<file path="src/rtl/uart_tx_if.sv">
// Byte handshake between a producer and the UART transmitter.
// The producer drives tx_data/tx_valid; the transmitter returns tx_ready.
interface uart_tx_if #(
    parameter int DATA_BITS = 8
);
    logic [DATA_BITS-1:0] tx_data;
    logic                 tx_valid;
    logic                 tx_ready;

    modport master (output tx_data, output tx_valid, input tx_ready);
    modport slave  (input tx_data, input tx_valid, output tx_ready);
endinterface

</file>
<file path="src/rtl/uart_tx.sv">
// UART transmitter: start bit, DATA_BITS data bits LSB first, optional parity, STOP_BITS stop bits.
// Define UART_TX_PARITY_EN to insert a parity bit (even, or odd when PARITY_ODD=1).
module uart_tx #(
    parameter int CLK_FREQ   = 50000000,
    parameter int BAUD       = 115200,
    parameter int DATA_BITS  = 8,
    parameter int STOP_BITS  = 1,
    parameter int PARITY_ODD = 0
) (
    input  logic      clk,
    input  logic      rst,
    uart_tx_if.slave  s,
    output logic      tx,
    output logic      busy
);
    localparam int DIV      = CLK_FREQ / BAUD;
    localparam int STOP_LEN = STOP_BITS * DIV;
    localparam int CW       = $clog2(STOP_LEN);
    localparam int BW       = $clog2(DATA_BITS);
    localparam logic [CW-1:0] BIT_END  = CW'(DIV - 1);
    localparam logic [CW-1:0] STOP_END = CW'(STOP_LEN - 1);
    localparam logic [BW-1:0] LAST_BIT = BW'(DATA_BITS - 1);

`ifdef UART_TX_PARITY_EN
    typedef enum logic [2:0] {IDLE, START, DATA, PARITY, STOP} state_t;
    logic par, par_n;
`else
    typedef enum logic [2:0] {IDLE, START, DATA, STOP} state_t;
`endif

    state_t               state, state_n;
    logic [CW-1:0]        cnt, cnt_n;
    logic [BW-1:0]        bit_idx, bit_n;
    logic [DATA_BITS-1:0] shifter, sh_n;
    logic [DATA_BITS-1:0] hold, hold_n;
    logic                 hold_full, hold_full_n;
    logic                 tx_n;
    logic                 load;

    assign s.tx_ready = !hold_full;
    assign busy       = (state != IDLE) || hold_full;

    always_ff @(posedge clk or posedge rst) begin
        if (rst) begin
            state     <= IDLE;
            cnt       <= '0;
            bit_idx   <= '0;
            shifter   <= '0;
            hold      <= '0;
            hold_full <= 1'b0;
            tx        <= 1'b1;
`ifdef UART_TX_PARITY_EN
            par       <= 1'b0;
`endif
        end else begin
            state     <= state_n;
            cnt       <= cnt_n;
            bit_idx   <= bit_n;
            shifter   <= sh_n;
            hold      <= hold_n;
            hold_full <= hold_full_n;
            tx        <= tx_n;
`ifdef UART_TX_PARITY_EN
            par       <= par_n;
`endif
        end
    end

    always_comb begin
        state_n     = state;
        cnt_n       = cnt + 1'b1;
        bit_n       = bit_idx;
        sh_n        = shifter;
        hold_n      = hold;
        hold_full_n = hold_full;
        tx_n        = tx;
        load        = 1'b0;
`ifdef UART_TX_PARITY_EN
        par_n       = par;
`endif
        // Accept and load are mutually exclusive: accept needs an empty holding reg, load a full one.
        if (s.tx_valid && !hold_full) begin
            hold_n      = s.tx_data;
            hold_full_n = 1'b1;
        end

        case (state)
            IDLE: begin
                cnt_n = '0;
                if (hold_full) begin
                    load    = 1'b1;
                    state_n = START;
                    tx_n    = 1'b0;
                end
            end
            START: begin
                if (cnt == BIT_END) begin
                    cnt_n   = '0;
                    bit_n   = '0;
                    state_n = DATA;
                    tx_n    = shifter[0];
                end
            end
            DATA: begin
                if (cnt == BIT_END) begin
                    cnt_n = '0;
                    if (bit_idx == LAST_BIT) begin
`ifdef UART_TX_PARITY_EN
                        state_n = PARITY;
                        tx_n    = par;
`else
                        state_n = STOP;
                        tx_n    = 1'b1;
`endif
                    end else begin
                        sh_n  = shifter >> 1;
                        tx_n  = sh_n[0];
                        bit_n = bit_idx + 1'b1;
                    end
                end
            end
`ifdef UART_TX_PARITY_EN
            PARITY: begin
                if (cnt == BIT_END) begin
                    cnt_n   = '0;
                    state_n = STOP;
                    tx_n    = 1'b1;
                end
            end
`endif
            STOP: begin
                if (cnt == STOP_END) begin
                    cnt_n = '0;
                    // A pending byte starts its start bit on this same edge: no idle gap.
                    if (hold_full) begin
                        load    = 1'b1;
                        state_n = START;
                        tx_n    = 1'b0;
                    end else begin
                        state_n = IDLE;
                        tx_n    = 1'b1;
                    end
                end
            end
            default: begin
                state_n = IDLE;
                tx_n    = 1'b1;
            end
        endcase

        if (load) begin
            sh_n        = hold;
            hold_full_n = 1'b0;
`ifdef UART_TX_PARITY_EN
            par_n       = (^hold) ^ 1'(PARITY_ODD);
`endif
        end
    end
endmodule

</file>
<file path="src/flat_wrapper.sv">
// flat-port wrapper written by rule: the top's interface ports become plain ports
module uart_tx_flat 
#(
    parameter int CLK_FREQ   = 50000000,
    parameter int BAUD       = 115200,
    parameter int DATA_BITS  = 8,
    parameter int STOP_BITS  = 1,
    parameter int PARITY_ODD = 0
)
  (clk, rst, tx, busy, s_tx_data, s_tx_valid, s_tx_ready);
  uart_tx_if #(.DATA_BITS(DATA_BITS)) s_i ();
  input  logic clk;
  input  logic rst;
  output logic tx;
  output logic busy;
  input wire logic [$bits(s_i.tx_data)-1:0] s_tx_data;
  input wire logic [$bits(s_i.tx_valid)-1:0] s_tx_valid;
  output wire logic [$bits(s_i.tx_ready)-1:0] s_tx_ready;
  assign s_i.tx_data = s_tx_data;
  assign s_i.tx_valid = s_tx_valid;
  assign s_tx_ready = s_i.tx_ready;
  uart_tx #(.CLK_FREQ(CLK_FREQ), .BAUD(BAUD), .DATA_BITS(DATA_BITS), .STOP_BITS(STOP_BITS), .PARITY_ODD(PARITY_ODD)) u_core (.clk(clk), .rst(rst), .s(s_i), .tx(tx), .busy(busy));
endmodule
</file>
<file path="config.mk">
export PLATFORM = sky130hd
export DESIGN_NAME = uart_tx_flat
export DESIGN_NICKNAME = d
export VERILOG_FILES = /design/src/rtl/uart_tx_if.sv /design/src/rtl/uart_tx.sv /design/src/flat_wrapper.sv
export SDC_FILE = /design/constraint.sdc
export NUM_CORES = 1
export LEC_CHECK = 0
export CORE_UTILIZATION = 41
export CTS_CLUSTER_DIAMETER = 30
export DETAILED_ROUTE_END_ITERATION = 12
export PLACE_DENSITY = 0.67
export SLEW_MARGIN = 40
export SYNTH_ARGS = -nofsm -noshare
export SYNTH_HDL_FRONTEND = slang
export SYNTH_SLANG_ARGS = --single-unit
</file>
<file path="constraint.sdc">
create_clock -name clk -period 1.8 [get_ports clk]
set_clock_uncertainty 0.15 [all_clocks]
set_input_delay 0.36 -clock clk [delete_from_list [all_inputs] [get_ports clk]]
set_output_delay 0.36 -clock clk [all_outputs]
set_load 0.005 [all_outputs]
</file>
==> flow_summary.yaml, run 1 <==
synthesis:
  yosysSeqAreaShare_pct: 50.67
  synth.distinct_cells: 32
  synthXorXnorAreaFrac_pct: 3.874
  postSynthCellCount: 133
  yosys.area_share.simple_pct: 12.09
  synth_async_sr_flop_share_pct: 100.0
  synthAdderAreaFrac_pct: 6.324
  muxShareOfSynthArea_pct: 17.00
  netlist_area_mm2: 0.001583
  synth_compound_area_share_pct: 7.194
  syn_nets: 152
  synth_top_family_by_area: "multiplexers"
  synth_edf_count: 0
  ys_warn_count: 0
  avgSynthCellArea_um2: 11.90
  synth-main-ff-cell: "dfrtp_1"
  synth_seq_cells: 32
clocking:
  clk_path_buf_depth: 2
  clk_pin_slew_ns: 0.08
  cts_buffers: 5
  root_buffer: "clkbuf_8"
  cts_tree: "yes"
  cts.hold.buffers_added: 0
  clock_latency_ns: 0.29
  cts_sinks: 32
  h-tree-depth: 2
route:
  wl_mm: 3.287
  drtIter0Drc: 27
  wl_per_cell_um: 14.05
  drc: 0
  wl_met2_mm: 1.691
  vias_per_cell: 5.184
  dr_wl_met3_um: 144
  top_layer: "met4"
  met1_length_mm: 1.403
  ant_nets: 0
  dr_total_vias: 1213
  dr.pass1.iters: 4
worst_setup_path:
  crit_path_start_kind: "flip-flop"
  critical_path_class: "flip-flop to flip-flop"
  cp.arrival_ns: 1.98
  cp.required_ns: 1.83
  r2r_slack_ns: -0.14
  crit_path_end_kind: "flip-flop"
  cp_max_fo: 3
floorplanning:
  die_w_um: 64.13
  fp.dieH_um: 64.13
  fp.coreArea_mm2: 0.003689
  pin_count: 14
  initial_core_util_pct: 42.91
  num_rows: 22
  dieArea_mm2: 0.004113
global_routing:
  antenna_found_initial: 0
  grt_pass1_wl_mm: 5.354
  track_usage_pct: 17.18
  grt_pass1_vias: 1220
  grt_max_degree: 33
  overflow: 0
final_layout:
  area.growth.synth_to_final_pct: 43.48
  mostFrequentLayoutCell: "dfrtp_1"
  fin_area_mm2: 0.002271
  final_cell_mix: "dfrtp_1 (30), buf_4 (28), mux2_2 (21)"
  layout-drive-gt1-share_pct: 46.77
  stdcell_count: 234
  fin_nets: 204
  fill_cells: 298
  antenna-diode-count: 0
pwr:
  p_comb_share_pct: 46.8
  internal_power_uw: 2369
  netSwitchingPower_uw: 1093
  power_density_mw_per_mm2: 1524
  swShare_pct: 31.57
  p_clk_share_pct: 20.1
  pwr-share-seq_pct: 33.2
  irDropWorstVdd_mv: 0.7945
  leakage_uw: 0.001021
timing:
  period_share_pct: 108.0
  hold_viol: 0
  max-slew-margin-rel_pct: 77.48
  setup_tns_ns: -1.159
  worst_slack_ns: -0.1448
  min_period_ns: 1.945
  tightest_slew_ns: 0.3358
  fmax_ghz: 0.5142
  rsz0062_at_grt: "yes"
  setup_viol: 13
  slew_viol_final: 0
placed_design:
  dpl.hpwl_mm: 2.132
  dp_cells: 213
  gp_congestion: 0.7328
  io_buffers: 13
  placed_area_mm2: 0.001974
job:
  drv_cap: 0
status:
  status: "finished, violations left"
  violations: "setup timing"
worst_hold_path:
  hp-class: "input port to async pin"
[area by class of cell]
cell class	count	area, um2	area share [%]
multi-input combinational	90	844.6	37.19
sequential	32	803.3	35.37
timing repair buffer	46	414.1	18.24
clock buffer	5	68.82	3.030
tap	48	60.06	2.645
clock inverter	3	42.54	1.873
inverter	10	37.54	1.653
[cells in the mapped netlist, types with 2 or more instances]
library cell	number	area (um2)
mux2_2	23	259.0
nor2b_1	3	18.77
a22o_1	2	17.52
o21ai_0	3	15.01
dfrtp_1	31	775.7
nand4_1	2	12.51
nand2_1	6	22.52
o211ai_1	2	15.01
xnor2_1	2	17.52
o31ai_1	2	15.01
nor2_1	12	45.04
a211oi_1	2	15.01
xor2_1	5	43.79
nand3_1	3	15.01
ha_1	8	100.1
clkbuf_1	2	7.510
inv_1	10	37.54
[registers in the layout, indices dropped and copies added (netlist names)]
signal	flops
u_core.tx	1
u_core.state	2
u_core.cnt	9
u_core.hold_full	1
u_core.bit_idx	3
u_core.shifter	8
u_core.hold	8
[power by group through the flow]
stage | logic [uW] | registers, uW | clock network, uW
2_1_floorplan | 826 | 1140 | 0
3_3_place_gp | 1230 | 1150 | 0
3_5_place_dp | 1270 | 1170 | 0
4_1_cts | 1500 | 1140 | 708
5_1_grt | 1760 | 1180 | 733
6_report | 1620 | 1150 | 695
[critical path, cell delays in order (launching register included)]
cell and delay (ns):
dfrtp_1 0.41, buf_6 0.14, ha_4 0.15, or3_4 0.41, a211oi_4 0.25, mux2_4 0.33
[per-layer routing]
layer  GRT usage, %  vias up
li1               -      576
met1          19.77      596
met2          29.52       34
met3          5.000        7
met4          7.500        0
met5              0        -
[cells by family after synthesis]
kind of cell / Yosys count
xor gates and xnor gates: 7
DFF: 32
adders and majority gates: 8
buffers and inverters: 12
muxes: 24
and+or+nand+nor: 34
AOI/OAI and AO/OA: 16
[path summary, 6_finish.rpt]
kind | from | end | cells after the start
hold / removal | rst | u_core.cnt[1] | 3
setup reg to reg | u_core.state[0] | u_core.state[1] | 5
min in group clk | u_core.hold[0] | u_core.shifter[0] | 1
hold reg to reg | u_core.hold[0] | u_core.shifter[0] | 1
max in group asynchronous | rst | u_core.tx | 3
setup / recovery | u_core.state[0] | u_core.state[1] | 5
[stage by stage]
step | hold WS, ns | setup slack, ns | utilization, % | power [uW]
floorplan | 0.3094 | -0.1056 | - | 1969
global placement | 0.3386 | -0.1656 | 53.53 | 2386
detailed placement | 0.3416 | -0.1857 | 53.53 | 2443
CTS | 0.2607 | -0.1337 | 59.16 | 3352
global route | 0.2852 | -0.1970 | 61.57 | 3681
finish | 0.2513 | -0.1448 | 61.57 | 3462
[repair_timing]
item | in CTS | in global routing
endpoints found under the setup margin | 13 | 24
cloned | 0 | 1
resized for setup | 13 | 12
pin swaps | 2 | 2
buffers inserted | 7 | 5
hold endpoints to repair | 0 | 0
(Power assumes the default switching activity.)
==> run 2: changes to the inputs <==
--- a/config.mk
+++ b/config.mk
@@ -13,3 +13,4 @@
 export SYNTH_ARGS = -nofsm -noshare
 export SYNTH_HDL_FRONTEND = slang
 export SYNTH_SLANG_ARGS = --single-unit
+export TNS_END_PERCENT = 1
==> run 2 against run 1 <==
  * Largest power group unchanged
  * Highest routed layer unchanged
  * Sequential cell count did not move
  * Total power fell by 6.8%
  * Sequential power barely moved
  * Largest cell class unchanged
  * First-iteration DRC count fell by 3.7%
  * The run still ends with setup timing left
  * Global-route usage rose by 0.85 points
==> flow_summary.yaml, run 2 (synthesized netlist as in run 1, its figures left out) <==
global_routing:
  antenna_found_initial: 0
  grt_use_met2_pct: 30.45
  overflow: 0
  met1_usage_pct: 20.86
  track_usage_pct: 18.03
  grt_pass1_vias: 1233
  grt_max_degree: 15
  top_usage_layer: "met2"
  grt_pass1_wl_mm: 5.471
  met3_usage_pct: 5.893
final_layout:
  mostFrequentLayoutCell: "dfrtp_1"
  stdcell_count: 223
  layout-drive-gt1-share_pct: 42.86
  fill_cells: 305
  fin_util_pct: 58.45
  final_cell_mix: "dfrtp_1 (30), mux2_2 (22), buf_4 (21)"
  antenna-diode-count: 0
  top_register: "u_core.cnt"
  fin_nets: 194
  largest_reg_flops: 9
  largestRegisters: "u_core.cnt: 9 flops, u_core.hold: 8 flops, u_core.shifter: 8 flops"
  area.growth.synth_to_final_pct: 36.21
clocking:
  cts_sinks: 32
  clock_latency_ns: 0.29
  root_buffer: "clkbuf_8"
  cts_tree: "yes"
  clk_pin_slew_ns: 0.07
  h-tree-depth: 2
  cts.hold.buffers_added: 0
  cts_buffers: 5
  clk_path_buf_depth: 2
pwr:
  leakage_uw: 0.0009533
  irDropWorstVdd_mv: 0.7092
  power_density_mw_per_mm2: 1496
  power_uw: 3225
worst_setup_path:
  timing.rr.start: "u_core.state[1]"
  crit_path_start_kind: "flip-flop"
  r2r_slack_ns: -0.16
  worstRegToRegCells: 5
  cp_max_fo: 3
  critical_path_class: "flip-flop to flip-flop"
  cp.arrival_ns: 1.99
  startpoint: "u_core.state[1]"
  crit_path_end_kind: "flip-flop"
  regToRegEndpoint: "u_core.state[1]"
  cp.required_ns: 1.83
timing:
  fmax_ghz: 0.5101
  min_period_ns: 1.960
  worst_slack_ns: -0.1603
  tightest_slew_ns: 0.3641
  period_share_pct: 108.9
  slew_viol_final: 0
  hold_ws_ns: 0.1915
  rsz0062_at_grt: "yes"
  max-slew-margin-rel_pct: 75.70
  setup_viol: 11
  hold_viol: 0
floorplanning:
  pin_count: 14
  die_w_um: 64.13
  fp.dieH_um: 64.13
  dieArea_mm2: 0.004113
  initial_core_util_pct: 42.91
  num_rows: 22
  fp.coreArea_mm2: 0.003689
placed_design:
  gp_congestion: 0.7245
  dpl.hpwl_mm: 2.248
  dp_cells: 214
  pre_cts_slack_ns: -0.2036
  io_buffers: 13
route:
  wl_mm: 3.102
  dr_total_vias: 1130
  drc: 0
  vias_per_cell: 5.067
  wl_per_cell_um: 13.91
  dr.pass1.iters: 4
  ant_nets: 0
  drtIter0Drc: 26
worst_hold_path:
  hp-class: "input port to async pin"
status:
  violations: "setup timing"
  status: "finished, violations left"
job:
  drv_cap: 0
==> run 2: changes by cell type in the layout (fill, tap and decap cells not counted), sizes merged <==
cell	change
buf	-9
clkinvlp	-1
dlygate4sd2	+1
nand3	-1
dlymetal6s2s	-1
bufinv	-1
clkinv	-1
clkbuf	+2
==> run 2: worst max-delay path by stage <==
stage | to | slack, ns
2_1_floorplan | u_core.shifter[0] | -0.12
3_3_place_gp | u_core.shifter[4] | -0.15
3_5_place_dp | u_core.state[1] | -0.20
4_1_cts | u_core.state[1] | -0.14
5_1_grt | u_core.shifter[5] | -0.23
6_report | u_core.state[1] | -0.16
==> run 2: worst max-delay path, cell delays in order, from the launching register on <==
cell	delay, ns
dfrtp_1	0.41
buf_6	0.14
ha_4	0.16
or3_4	0.41
a211oi_4	0.26
mux2_4	0.32
==> run 2: repair_timing <==
action                                  4_1_cts  5_1_grt
pin swaps                                     3        0
setup buffers                                 2        0
endpoints found under the setup margin       17       23
resized for setup                            18        6
==> run 2: cell type report <==
cell class	count	area [um2]	area share [%]
Inverter	10	37.54	1.741
Multi-Input combinational cell	89	832.0	38.60
Sequential cell	32	803.3	37.26
Timing Repair Buffer	37	326.6	15.15
Clock buffer	7	96.34	4.469
Tap cell	48	60.06	2.786
==> run 2: through the flow <==
stage               instance area, um2  TNS [ns]
CTS                               2130    -1.296
floorplan                         1608   -0.9637
detailed placement                1968    -1.558
global route                      2156    -2.638
finish                            2156    -1.304
global placement                  1968    -1.270
==> run 2: power by group <==
group	internal, uW	leakage, uW	switching (uW)	total [uW]
clock	340	0.0000503	258	598
combinational	865	0.000506	610	1470
sequential	1000	0.000397	148	1150
total	2210	0.000953	1020	3220
==> run 2: metal layers <==
| layer | share of wire (%) | vias to the layer above |
|---|---|---|
| li1 | - | 548 |
| met1 | 43 | 562 |
| met5 | 0 | - |
| met3 | 2.8 | 6 |
| met4 | 1.6 | 0 |
| met2 | 52 | 14 |
